File: src/rtl/bicubic_channel_arbiter.sv
// bicubic_channel_arbiter: round-robin quantum arbiter sharing one bicubic core among colour channels,
// with an in-order tag FIFO that routes core results back to the channel that issued each window.
module bicubic_channel_arbiter #(
  parameter int CHANNEL_WIDTH = 8,
  parameter int NUM_CH = 3,
  parameter int BLOCK_SIZE = 960,
  parameter int ROWS_PER_QUANTUM = 4,
  parameter int TAG_DEPTH = 8,
  localparam int GW = $clog2(NUM_CH),
  localparam int WW = 16*CHANNEL_WIDTH
) (
  input  logic                       clk,
  input  logic                       rst,
  input  logic [NUM_CH-1:0]          ch_req_valid,
  output logic [NUM_CH-1:0]          ch_req_ready,
  input  logic [NUM_CH*WW-1:0]       ch_req_win,
  output logic                       bf_req_valid,
  input  logic                       bcci_req_ready,
  output logic [WW-1:0]              core_win,
  input  logic                       bcci_rsp_valid,
  input  logic [4*CHANNEL_WIDTH-1:0] bcci_rsp_data,
  output logic                       bf_rsp_ready,
  output logic [NUM_CH-1:0]          ch_rsp_valid,
  input  logic [NUM_CH-1:0]          ch_rsp_ready,
  output logic [4*CHANNEL_WIDTH-1:0] ch_rsp_data,
  output logic [GW-1:0]              grant_id,
  output logic                       busy,
  output logic                       err_orphan
);
  localparam int QB = ROWS_PER_QUANTUM*(BLOCK_SIZE+1);
  localparam int BW = $clog2(QB);
  localparam int AW = (TAG_DEPTH > 1) ? $clog2(TAG_DEPTH) : 1;
  localparam int OW = $clog2(TAG_DEPTH)+1;
  typedef enum logic {IDLE, BUSY} state_t;
  state_t r_state, w_next;
  logic [GW-1:0] r_grant, r_last, w_pick, w_head;
  logic [BW-1:0] r_beat;
  logic [AW-1:0] r_wp, r_rp;
  logic [OW-1:0] r_cnt;
  logic [GW-1:0] r_tags [TAG_DEPTH];
  logic r_orphan, w_full, w_empty, w_push, w_pop, w_last;
  assign w_full       = r_cnt == OW'(TAG_DEPTH);
  assign w_empty      = r_cnt == '0;
  assign w_head       = r_tags[r_rp];
  assign w_last       = r_beat == BW'(QB-1);
  assign busy         = r_state == BUSY;
  assign grant_id     = r_grant;
  assign err_orphan   = r_orphan;
  assign core_win     = ch_req_win[r_grant*WW +: WW];
  assign bf_req_valid = busy & ch_req_valid[r_grant] & ~w_full;
  assign ch_req_ready = (busy & bcci_req_ready & ~w_full) ? NUM_CH'(1) << r_grant : '0;
  // Core ties its req_ready to rsp_ready, so keep accepting while nothing is owed.
  assign bf_rsp_ready = w_empty ? 1'b1 : ch_rsp_ready[w_head];
  assign ch_rsp_valid = (bcci_rsp_valid & ~w_empty) ? NUM_CH'(1) << w_head : '0;
  assign ch_rsp_data  = bcci_rsp_data;
  assign w_push       = bf_req_valid & bcci_req_ready;
  assign w_pop        = bcci_rsp_valid & bf_rsp_ready & ~w_empty;
  // Lowest offset after last_grant wins, so iterate from the far end down.
  always_comb begin
    w_pick = r_last;
    for (int i = NUM_CH; i >= 1; i--)
      if (ch_req_valid[GW'((int'(r_last) + i) % NUM_CH)]) w_pick = GW'((int'(r_last) + i) % NUM_CH);
  end
  always_comb
    w_next = (r_state == IDLE) ? (|ch_req_valid ? BUSY : IDLE) : ((w_push && w_last) ? IDLE : BUSY);
  always_ff @(posedge clk or posedge rst)
    if (rst) r_state <= IDLE;
    else r_state <= w_next;
  always_ff @(posedge clk or posedge rst) begin
    if (rst) begin
      r_grant  <= '0;
      r_last   <= GW'(NUM_CH-1);
      r_beat   <= '0;
      r_wp     <= '0;
      r_rp     <= '0;
      r_cnt    <= '0;
      r_orphan <= 1'b0;
    end else begin
      if (r_state == IDLE && |ch_req_valid) r_grant <= w_pick;
      if (w_push) begin
        r_wp   <= (r_wp == AW'(TAG_DEPTH-1)) ? '0 : r_wp + 1'b1;
        r_beat <= w_last ? '0 : r_beat + 1'b1;
        if (w_last) r_last <= r_grant;
      end
      if (w_pop) r_rp <= (r_rp == AW'(TAG_DEPTH-1)) ? '0 : r_rp + 1'b1;
      r_cnt <= r_cnt + OW'(w_push) - OW'(w_pop);
      if (bcci_rsp_valid && w_empty) r_orphan <= 1'b1;
    end
  end
  always_ff @(posedge clk)
    if (w_push) r_tags[r_wp] <= r_grant;
endmodule
File: config.mk
export PLATFORM = sky130hd
export DESIGN_NAME = bicubic_channel_arbiter
export DESIGN_NICKNAME = d
export VERILOG_FILES = /design/src/rtl/bicubic_channel_arbiter.sv
export SDC_FILE = /design/constraint.sdc
export NUM_CORES = 1
export LEC_CHECK = 0
export ABC_CLOCK_PERIOD_IN_PS = 3070
export BUFFER_PORTS_ARGS = -buffer_cell sky130_fd_sc_hd__buf_2
export CAP_MARGIN = 30
export CORE_AREA = 2 2 236 238
export DETAILED_ROUTE_END_ITERATION = 7
export DIE_AREA = 0 0 238 240
export SLEW_MARGIN = 20
export SYNTH_ARGS = -nofsm -noshare
export SYNTH_HDL_FRONTEND = slang
export SYNTH_SLANG_ARGS = --single-unit
File: constraint.sdc
create_clock -name clk -period 3.07 [get_ports clk]
set_input_delay 0.307 -clock clk [delete_from_list [all_inputs] [get_ports clk]]
set_output_delay 0.307 -clock clk [all_outputs]
set_load 0.005 [all_outputs]
# == Word level (Yosys, flattened, before mapping) ==
# Memories as Yosys holds them, arrays and structs flattened.
# Cells that the tools add are included.
# word_totals
ramBits,16
elab_cells,76
input_bits,426
n_memories,1
ff_bits,28
output_inout_bits,172
# classes
order_cmp,5
n_eq_ne,4
div,3
n_reduce_logical,6
n_addsub,8
bitwise_logic,11
shifts,3
muxes,27
# mem_list
name,depth,word_bits,rd,rd_ports_with_merged_regs,write_ports,line_no,rtl
r_tags,8,2,1,0,1,40,logic [GW-1:0] r_tags [TAG_DEPTH];
# ops
operator,count
384-bit by 10-bit variable part select with 128-bit output,1
"32-bit by 3-bit modulo with 32-bit output, second input constant",3
1-bit 2-to-1 mux,14
"12-bit by 1-bit adder with 12-bit output, second input constant",1
"12-bit equality test, second input constant",1
"2-bit by 4-bit less-than comparator with 1-bit output, second input constant",3
12-bit 2-to-1 mux,1
3-bit 2-to-1 mux,4
1-bit binary-select mux with 2-bit select,5
1-bit AND,8
"2-bit by 2-bit adder with 3-bit output, second input constant",2
"3-bit by 1-bit adder with 3-bit output, second input constant",2
"3-bit equality test, second input constant",2
"2-bit by 3-bit less-than comparator with 1-bit output, second input constant",2
2-bit 2-to-1 mux,3
"1-bit by 2-bit << shifter with 3-bit output, first input constant",2
4-bit by 1-bit adder with 4-bit output,1
"4-bit equality test, second input constant",1
4-bit zero test,1
4-bit by 1-bit subtractor with 4-bit output,1
"2-bit by 1-bit adder with 3-bit output, second input constant",1
1-bit logical AND,3
1-bit inverter,3
3-bit OR reduction,1
2-bit AND reduction,1

# == Longest topological paths before layout ==
# Gate-level depths: netlist of the first run.
# depth
word_depth,8
ltp_mapped,13
ltp_nobuf,12

# == Least setup slack after synthesis of the first run ==
# Ideal clock, no wire load.
# synth_path
kind,reg-to-reg
start,register r_rp[0]
end,register r_cnt[2]
path_buffers,1
t_arrival_ns,2.749
setup_time_ns,0.122
t_required_ns,2.948
path_slack_ns,0.199
stages_incl_launch_ff,12
period_less_slack_ns,2.871
cell_sequence,dfrtp_1 buf_6 mux2i_1 mux4_2 mux2_4 mux2i_1 nor2_1 ha_1 inv_1 ha_1 fa_1 xor2_1
# synth_via
elab_chain_len,7
# synth_rtl
item,line_no,rtl
"start, declared",38,"logic [AW-1:0] r_wp, r_rp;"
"start signal, assigned",85,if (w_pop) r_rp <= (r_rp == AW'(TAG_DEPTH-1)) ? '0 : r_rp + 1'b1;
memory read 8 x 2 bit,--,
1-bit binary-select mux with 2-bit select,53,assign bf_rsp_ready = w_empty ? 1'b1 : ch_rsp_ready[w_head];
1-bit 2-to-1 mux (implied by the code),53,
1-bit 2-to-1 mux,53,
1-bit AND (2 in a row),57,assign w_pop = bcci_rsp_valid & bf_rsp_ready & ~w_empty;
via w_pop,41,"logic r_orphan, w_full, w_empty, w_push, w_pop, w_last;"
4-bit by 1-bit subtractor with 4-bit output,86,r_cnt <= r_cnt + OW'(w_push) - OW'(w_pop);
"end signal, assigned",86,
"end, declared",39,logic [OW-1:0] r_cnt;
# The timed path passes the listed nets, and every way through them passes these cells. The select of a mux whose other input is x is not followed.
# A chain may end at the register's enable or synchronous reset.

# == Worst setup path after layout of the first run ==
# Ends and elaborated chain as after synthesis.

==> summary.txt, run 1 <==
synthesis-to-finish area growth: 65.5%
vias in the first global route: 6089
adder-cell area share of the yosys netlist: 3.45%
ys async rst share: 63.6%
via count: 6902
Main synth FF type: dfrtp_1
Filler cells: 6313
Initial DRC Count: 345
PortBufs: 533
CP Capture Type: flop
FP Rows: 86
layout cells sized above 1: 49.2%
Worst Skew: 6.19 ps
residual DRC count: 0
I/O pin total: 598
simple-gate share of the synthesized area: 18.3%
WL final: 33600 um
Syn Std Cell Area: 5290 um^2
Antenna Nets Post-Route: 0
Synth Register Bits: 44
PwrDens: 410 nW/um^2
Overall Power: 3.59 mW
status: completed
Clock Latency Late Sink: 280 ps
Critical Path Fanout Max: 7
post-synthesis xor/xnor area fraction: 1.66%
Placer Congestion: 0.843
# nets final: 1606
dpl hpwl: 29400 um
pin count of the biggest net entering global routing: 118
Pleak: 4.17 nW
RSZ-0062 raised after global routing: no
post-DR vias/cell: 3.69
Final Slew Violations: 0
largest family of logic cells by synthesized area: multiplexers
DIE AREA: 57100 um^2
DR pass1 iterations: 4
gr ovfl total: 0
type of origin of the critical path: flop
max_slew headroom: 58.7%
Post-synth EDFFs: 16
CP Data Required Time: 3240 ps
crit-path cells: mux2i_1 > mux4_2 > mux2_4 > mux2i_1 > nor2_1 > ha_1 > inv_1 > ha_1 > fa_1 > xor2_1
Largest delay share family, worst path: multiplexers
Final Hold Fails: 0
CP peak stage delay: 560 ps
die width: 238 um
fin crit share: 95.1%
Initial Util: 9.68%
Synth Instances: 688
critical path buffer and inverter count: 1
Die H: 240 um
clock-pin slew of the registers on the worst-case setup and hold paths: 60 ps
Post-CTS Resized: 0
final critical-path required period: 2920 ps
synthesized area per cell: 7.69 um^2
CTS tree: done
VDD IR-drop max: 0.000303 V
max-cap viol count: 0
Syn Nets: 1128
YS warnings: 0
htree depth: 2
Max Root-Sink Buffers: 2
storage element area: 1190 um^2
Crit-path slowest cell: mux4_2
Worst Tran Pin Value: 619 ps
global-route wire length before repair: 43500 um
number of clock sinks: 44
WP data arrival: 3080 ps
Final Setup Violations: 0
Synth Area in Compound Gates: 16.3%
core footprint: 54700 um^2
CTS Buf Count: 5
GR Util All Layers: 10.6%
post-synthesis sequential area ratio: 22.3%
number of distinct library cells after synthesis: 51
post-synthesis mux area share: 28.6%
Root Driver: clkbuf_16
Max Fclk: 0.343 GHz
critical path type: reg -> reg
wire length per cell: 17.9 um
area of the multi-input gates: 3630 um^2
initial antenna violation count: 4
HP Class: in -> reg
setup TNS: 0 ps
final hold slack: 298 ps
cells in the final DEF (no fill, tap or decap), types with 3 or more instances in the layout:
master / n
a21oi_1: 4
a221oi_2: 3
a31oi_1: 3
buf_12: 4
buf_2: 533
buf_4: 12
clkbuf_16: 5
dfrtp_1: 25
edfxtp_1: 16
ha_1: 13
inv_1: 15
mux2i_1: 142
mux4_2: 3
nand2_1: 157
nand3_1: 6
nor2_1: 17
nor3_1: 9
nor3b_1: 6
nor4_1: 6
o21ai_0: 131
o221ai_1: 3
o22ai_1: 3
xnor2_1: 6
xor2_1: 4
final timing paths:
path,from,slack (ps),cells past startpoint,to
min reg2reg,err_orphan$_DFFE_PP0P_,480,1,err_orphan$_DFFE_PP0P_
min in group asynchronous,rst,490,3,r_beat[6]$_DFFE_PP0P_
max reg2reg,r_rp[0]$_DFFE_PP0P_,150,10,r_cnt[2]$_DFF_PP0_
min,bcci_rsp_valid,300,2,err_orphan$_DFFE_PP0P_
max in group asynchronous,rst,2110,4,r_last[1]$_DFFE_PP1P_
max,r_rp[0]$_DFFE_PP0P_,150,10,r_cnt[2]$_DFF_PP0_
state kept, by name (all words and copies together), names as in the netlist:
signal / flops
busy: 1
err_orphan: 1
grant_id: 2
r_beat: 12
r_cnt: 4
r_last: 2
r_rp: 3
r_tags: 16
r_wp: 3
through the flow:
stage                     util [%]  cells  setup WS (ps)  area [um^2]
after global routing          16.0   1871           3.18         8750
after global placement        15.7   1861            158         8590
after CTS                     16.0   1869            144         8730
final                         16.0   1872            152         8760
after floorplan                  -    688            199         5290
after detailed placement      15.7   1861            159         8590
routing by layer:
layer	routed length, um	up-vias	GRT usage, %
met5	0	-	0
li1	-	3367	-
met3	3370	18	3.81
met4	366	0	1.31
met1	13600	3162	13.2
met2	16300	355	18.1
cell families after synthesis:
group,count (synthesis)
mux,147
flops,44
compound gates,156
xor+xnor,10
buf+inv,95
simple gates,222
fa+ha+maj,14
synthesized netlist by cell type, types with 2 or more instances:
library cell  count  area share [%]
o21ai_0         131              12
nor3b_1           6            0.85
nor2_1           17             1.2
buf_4            32             4.5
a21oi_1           4            0.38
nand4_1           2            0.24
clkbuf_1         35             2.5
and3_1            2            0.24
a31oi_1           3            0.35
xnor2_1           6            0.99
nand3_1           6            0.57
xor2_1            4            0.66
a211oi_1          2            0.28
nand3b_1          2            0.28
buf_1             7            0.50
a221oi_2          3            0.85
mux2i_1         142              27
dfrtp_1          27              13
o221ai_1          3            0.50
edfxtp_1         16             9.1
nor3_1            9            0.85
nor2b_1           3            0.35
nand2_1         157              11
o22ai_1           3            0.35
ha_1             13             3.1
nor4_1            6            0.71
buf_2             5            0.47
nor4b_1           2            0.33
a21o_1            2            0.28
mux4_2            3             1.3
inv_1            15             1.1
what timing repair did:
action                                 4_1_cts  5_1_grt
hold buffers                                 0        1
setup buffers                                0        0
endpoints found under the hold margin        0        2
final cells by class:
type,instances,share of cell area (%)
inverters,15,0.643
clock buffers,7,1.51
multi-input cells,549,41.4
diodes,1,0.0286
clock inverters,1,0.0572
well taps,704,10.1
repair buffers,551,32.7
flip-flops and latches,44,13.6
report_power, final:
group / switching, mW / leakage (nW) / internal [mW]
clock: 0.200 / 0.0679 / 0.300
combinational: 1.21 / 3.62 / 0.981
sequential: 0.158 / 0.486 / 0.740
total: 1.57 / 4.17 / 2.02
Note: power is estimated with default switching activity, not from simulation.
==> run 2, diff against run 1 <==
--- a/config.mk
+++ b/config.mk
@@ -11,6 +11,8 @@
 export CORE_AREA = 2 2 236 238
 export DETAILED_ROUTE_END_ITERATION = 7
 export DIE_AREA = 0 0 238 240
+export PLACE_DENSITY = 0.34
+export SETUP_SLACK_MARGIN = 0.02
 export SLEW_MARGIN = 20
 export SYNTH_ARGS = -nofsm -noshare
 export SYNTH_HDL_FRONTEND = slang
==> constraint.sdc (replaced) <==
create_clock -name clk -period 3.07 [get_ports clk]
set_input_delay 0.614 -clock clk [delete_from_list [all_inputs] [get_ports clk]]
set_output_delay 0.614 -clock clk [all_outputs]
set_load 0.005 [all_outputs]
==> summary.txt, run 2 (synthesized netlist as in run 1, its figures left out) <==
status: completed
CP Data Required Time: 3240 ps
Cells after DPL: 1874
area of the multi-input gates: 3630 um^2
die width: 238 um
Initial DRC Count: 334
WL met3: 2380 um
Root Driver: clkbuf_16
commonest non-fill, non-tap cells in the layout: buf_2, nand2_1, mux2i_1, o21ai_0
M1 WL: 14100 um
placed inst area: 8690 um^2
commonest non-fill, non-tap cell in the layout: buf_2
biggest regs: r_tags: 16 flops, r_beat: 12 flops, r_cnt: 4 flops
wire length per cell: 18.2 um
Critical Path Fanout Max: 5
CTS tree: done
VDD IR-drop max: 0.000188 V
Largest Register: r_tags
Final Hold Fails: 0
GR Util All Layers: 11.0%
HP Class: in -> async
pin count of the biggest net entering global routing: 86
synthesis-to-finish area growth: 67.4%
RSZ-0062 raised after global routing: no
residual DRC count: 0
max reg flops: 16
htree depth: 2
clock-pin slew of the registers on the worst-case setup and hold paths: 60 ps
PortBufs: 533
vias in the first global route: 6629
via count: 6821
Final Slew Violations: 0
Detail Route met2 WL: 17300 um
I/O pin total: 598
dpl hpwl: 30400 um
global-route wire length before repair: 45500 um
n_diodes: 0
Antenna Nets Post-Route: 0
Non-Filler Instances: 1882
critical path type: reg -> reg
# nets final: 1617
Top Metal Used: met5
PwrDens: 419 nW/um^2
Initial Util: 9.68%
initial antenna violation count: 4
Worst Tran Pin Value: 686 ps
max-cap viol count: 0
layout cells sized above 1: 50.0%
type of origin of the critical path: flop
max_slew headroom: 53.8%
Max Fclk: 0.343 GHz
setup TNS: 0 ps
WL final: 34300 um
post-DR vias/cell: 3.62
Filler cells: 6403
CP Capture Type: flop
DR pass1 iterations: 4
number of clock sinks: 44
Pleak: 4.24 nW
Placer Congestion: 0.772
Finished Cell Area: 8860 um^2
Final Setup Violations: 0
Clock Latency Late Sink: 290 ps
storage element area: 1190 um^2
core footprint: 54700 um^2
Worst Skew: 4.05 ps
Die H: 240 um
WP data arrival: 3090 ps
gr ovfl total: 0
FP Rows: 86
CTS Buf Count: 5
Max Root-Sink Buffers: 2
DIE AREA: 57100 um^2
Reg2Reg Setup Slack: 150 ps
fin crit share: 95.0%
final critical-path required period: 2920 ps
run 2: critical path, cell delays in order (launching register included):
cell and delay [ps]:
dfrtp_1 460, mux2i_1 150, mux4_2 550, mux2_4 340, mux2i_2 180, nor2_1 80, ha_1 280, inv_1 40
ha_1 200, fa_1 380, xor2_1 150
run 2: stage by stage:
stage	hold WS (ps)	utilization [%]	power, mW	worst slack (ps)
detailed placement	463	15.9	3.17	129
global placement	461	15.9	3.17	151
finish	380	16.2	3.72	154
CTS	409	16.2	3.80	114
global route	453	16.2	4.05	28.3
floorplan	439	-	2.06	199
run 2: path summary, 6_finish.rpt:
check / startpoint / to / depth (start not counted)
max reg2reg: r_rp[0]$_DFFE_PP0P_ / r_cnt[2]$_DFF_PP0_ / 10
min: rst / err_orphan$_DFFE_PP0P_ / 2
min reg2reg: err_orphan$_DFFE_PP0P_ / err_orphan$_DFFE_PP0P_ / 1
min in group clk: err_orphan$_DFFE_PP0P_ / err_orphan$_DFFE_PP0P_ / 1
max: r_rp[0]$_DFFE_PP0P_ / r_cnt[2]$_DFF_PP0_ / 10
max in group asynchronous: rst / r_rp[0]$_DFFE_PP0P_ / 3
run 2: layout make-up:
cell class              count  area share (%)
clock inverters             3           0.480
inverters                  15           0.636
multi-input cells         549            41.0
clock buffers               5            1.41
repair buffers            562            33.1
flip-flops and latches     44            13.4
well taps                 704            9.94
run 2: timing repair:
action | CTS | global route
hold buffers | 0 | 0
setup endpoints to repair | 0 | 1
setup buffers | 0 | 0
resized for setup | 0 | 1
run 2: report_power, final:
part           internal, mW  total [mW]  switching [mW]  leakage (nW)
registers             0.740       0.900           0.160         0.486
logic                  1.02        2.21            1.20          3.67
clock network         0.382       0.606           0.224        0.0798
run 2: routing by layer:
layer	up-vias	track usage [%]
met3	23	2.59
met4	4	1.88
li1	3380	-
met2	321	19.3
met1	3093	13.7
met5	-	0
==> run 3, diff against run 2 <==
--- a/config.mk
+++ b/config.mk
@@ -8,10 +8,10 @@
 export ABC_CLOCK_PERIOD_IN_PS = 3070
 export BUFFER_PORTS_ARGS = -buffer_cell sky130_fd_sc_hd__buf_2
 export CAP_MARGIN = 30
-export CORE_AREA = 2 2 236 238
+export CORE_AREA = 8 8 228 230
 export DETAILED_ROUTE_END_ITERATION = 7
-export DIE_AREA = 0 0 238 240
-export PLACE_DENSITY = 0.34
+export DIE_AREA = 0 0 236 238
+export PLACE_DENSITY = 0.37
 export SETUP_SLACK_MARGIN = 0.02
 export SLEW_MARGIN = 20
 export SYNTH_ARGS = -nofsm -noshare
==> constraint.sdc (replaced) <==
create_clock -name clk -period 3.07 [get_ports clk]
set_input_delay 0.1535 -clock clk [delete_from_list [all_inputs] [get_ports clk]]
set_output_delay 0.1535 -clock clk [all_outputs]
set_load 0.005 [all_outputs]
==> summary.txt, run 3 (synthesized netlist as in run 1, its figures left out) <==
final critical-path required period: 2900 ps
Largest Register: r_tags
PwrDens: 420 nW/um^2
htree depth: 2
number of clock sinks: 44
I/O pin total: 598
Clock Latency Late Sink: 290 ps
commonest non-fill, non-tap cell in the layout: buf_2
WL final: 35000 um
n_diodes: 0
biggest regs: r_tags: 16 flops, r_beat: 12 flops, r_cnt: 4 flops
Max Fclk: 0.345 GHz
CP Capture Type: flop
synthesis-to-finish area growth: 63.8%
Root Driver: clkbuf_16
Max Root-Sink Buffers: 2
dpl hpwl: 30300 um
vias in the first global route: 7175
Overall Power: 3.64 mW
clock-pin slew of the registers on the worst-case setup and hold paths: 70 ps
Die H: 238 um
FP Rows: 81
CTS tree: done
fin crit share: 94.3%
Initial DRC Count: 356
Antenna Nets Post-Route: 0
residual DRC count: 0
VDD IR-drop max: 0.000218 V
post-DR vias/cell: 3.80
commonest non-fill, non-tap cells in the layout: buf_2, nand2_1, mux2i_1, o21ai_0, dfrtp_1
HP Class: in -> reg
Gate power share: 58.4%
power share of the sequential group: 24.5%
gr ovfl total: 0
area of the multi-input gates: 3630 um^2
Worst Skew: 4.63 ps
via count: 6794
type of origin of the critical path: flop
RSZ-0062 raised after global routing: no
storage element area: 1190 um^2
Final Slew Violations: 0
pin count of the biggest net entering global routing: 143
DIE AREA: 56200 um^2
DR pass1 iterations: 6
Final Setup Violations: 0
Pleak: 4.18 nW
Final Hold Fails: 0
initial antenna violation count: 11
net switching power figure: 1.54 mW
critical path type: reg -> reg
setup TNS: 0 ps
die width: 236 um
# nets final: 1604
post-layout util: 17.9%
Worst Tran Pin Value: 714 ps
core footprint: 48300 um^2
Placer Congestion: 0.805
CTS Buf Count: 5
PortBufs: 533
final hold slack: 144 ps
status: completed
Filler cells: 5494
max_slew headroom: 51.9%
max-cap viol count: 0
wire length per cell: 19.6 um
CP Data Required Time: 3250 ps
internal power: 2.10 mW
clock power share: 17.0%
Critical Path Fanout Max: 7
WP data arrival: 3070 ps
global-route wire length before repair: 48700 um
Initial Util: 10.9%
GR Util All Layers: 11.4%
max reg flops: 16
layout cells sized above 1: 49.4%
Sw Share: 42.3%
Post-CTS Setup Bufs: 0
[run 3: worst paths after layout]
kind	cells past startpoint	start	to	slack [ps]
setup / recovery	10	r_rp[0]$_DFFE_PP0P_	r_cnt[2]$_DFF_PP0_	170
max in group asynchronous	5	rst	r_beat[3]$_DFFE_PP0P_	2190
min in group asynchronous	3	rst	err_orphan$_DFFE_PP0P_	290
setup reg to reg	10	r_rp[0]$_DFFE_PP0P_	r_cnt[2]$_DFF_PP0_	170
hold reg to reg	1	r_beat[11]$_DFFE_PP0P_	r_beat[11]$_DFFE_PP0P_	480
hold / removal	2	bcci_rsp_valid	err_orphan$_DFFE_PP0P_	140
[run 3: per-stage QoR]
step | cells | worst slack (ps) | cell area [um^2]
after floorplan | 688 | 199 | 5290
after global placement | 1777 | 155 | 8470
after detailed placement | 1777 | 163 | 8470
after CTS | 1785 | 141 | 8640
after global routing | 1787 | 23.4 | 8670
final | 1787 | 174 | 8670
[run 3: layer usage]
layer  share of wire (%)  track usage, %  up-vias
met2                  51            20.4      330
met4                 1.6            1.88       12
met1                  39            13.2     3060
li1                    -               -     3356
met3                 8.2            3.69       36
met5                0.20               0        -
[run 3: power groups by stage]
stage	clock network [mW]	logic (mW)	registers (mW)
final	0.620	2.13	0.894
after global routing	0.658	2.37	0.919
after floorplan	0	1.20	0.859
after detailed placement	0	2.17	0.901
after CTS	0.639	2.18	0.891
after global placement	0	2.16	0.903
[run 3: what timing repair did]
action | in CTS | in global routing
endpoints found under the hold margin | 0 | 3
setup endpoints to repair | 0 | 2
resized for setup | 0 | 1
hold buffers | 0 | 1
[run 3: area by class of cell]
type	count	area share [%]
Sequential cell	44	13.7
Clock inverter	3	0.491
Tap cell	622	8.98
Timing Repair Buffer	549	32.9
Clock buffer	5	1.44
Multi-Input combinational cell	549	41.8
Inverter	15	0.650
[run 3: worst max-delay path: stages (launching register included)]
cell and delay (ps):
dfrtp_2 450, mux2i_1 140, mux4_2 560, mux2_4 340
mux2i_1 190, nor2_1 70, ha_1 270, inv_1 40
ha_1 190, fa_1 380, xor2_1 150
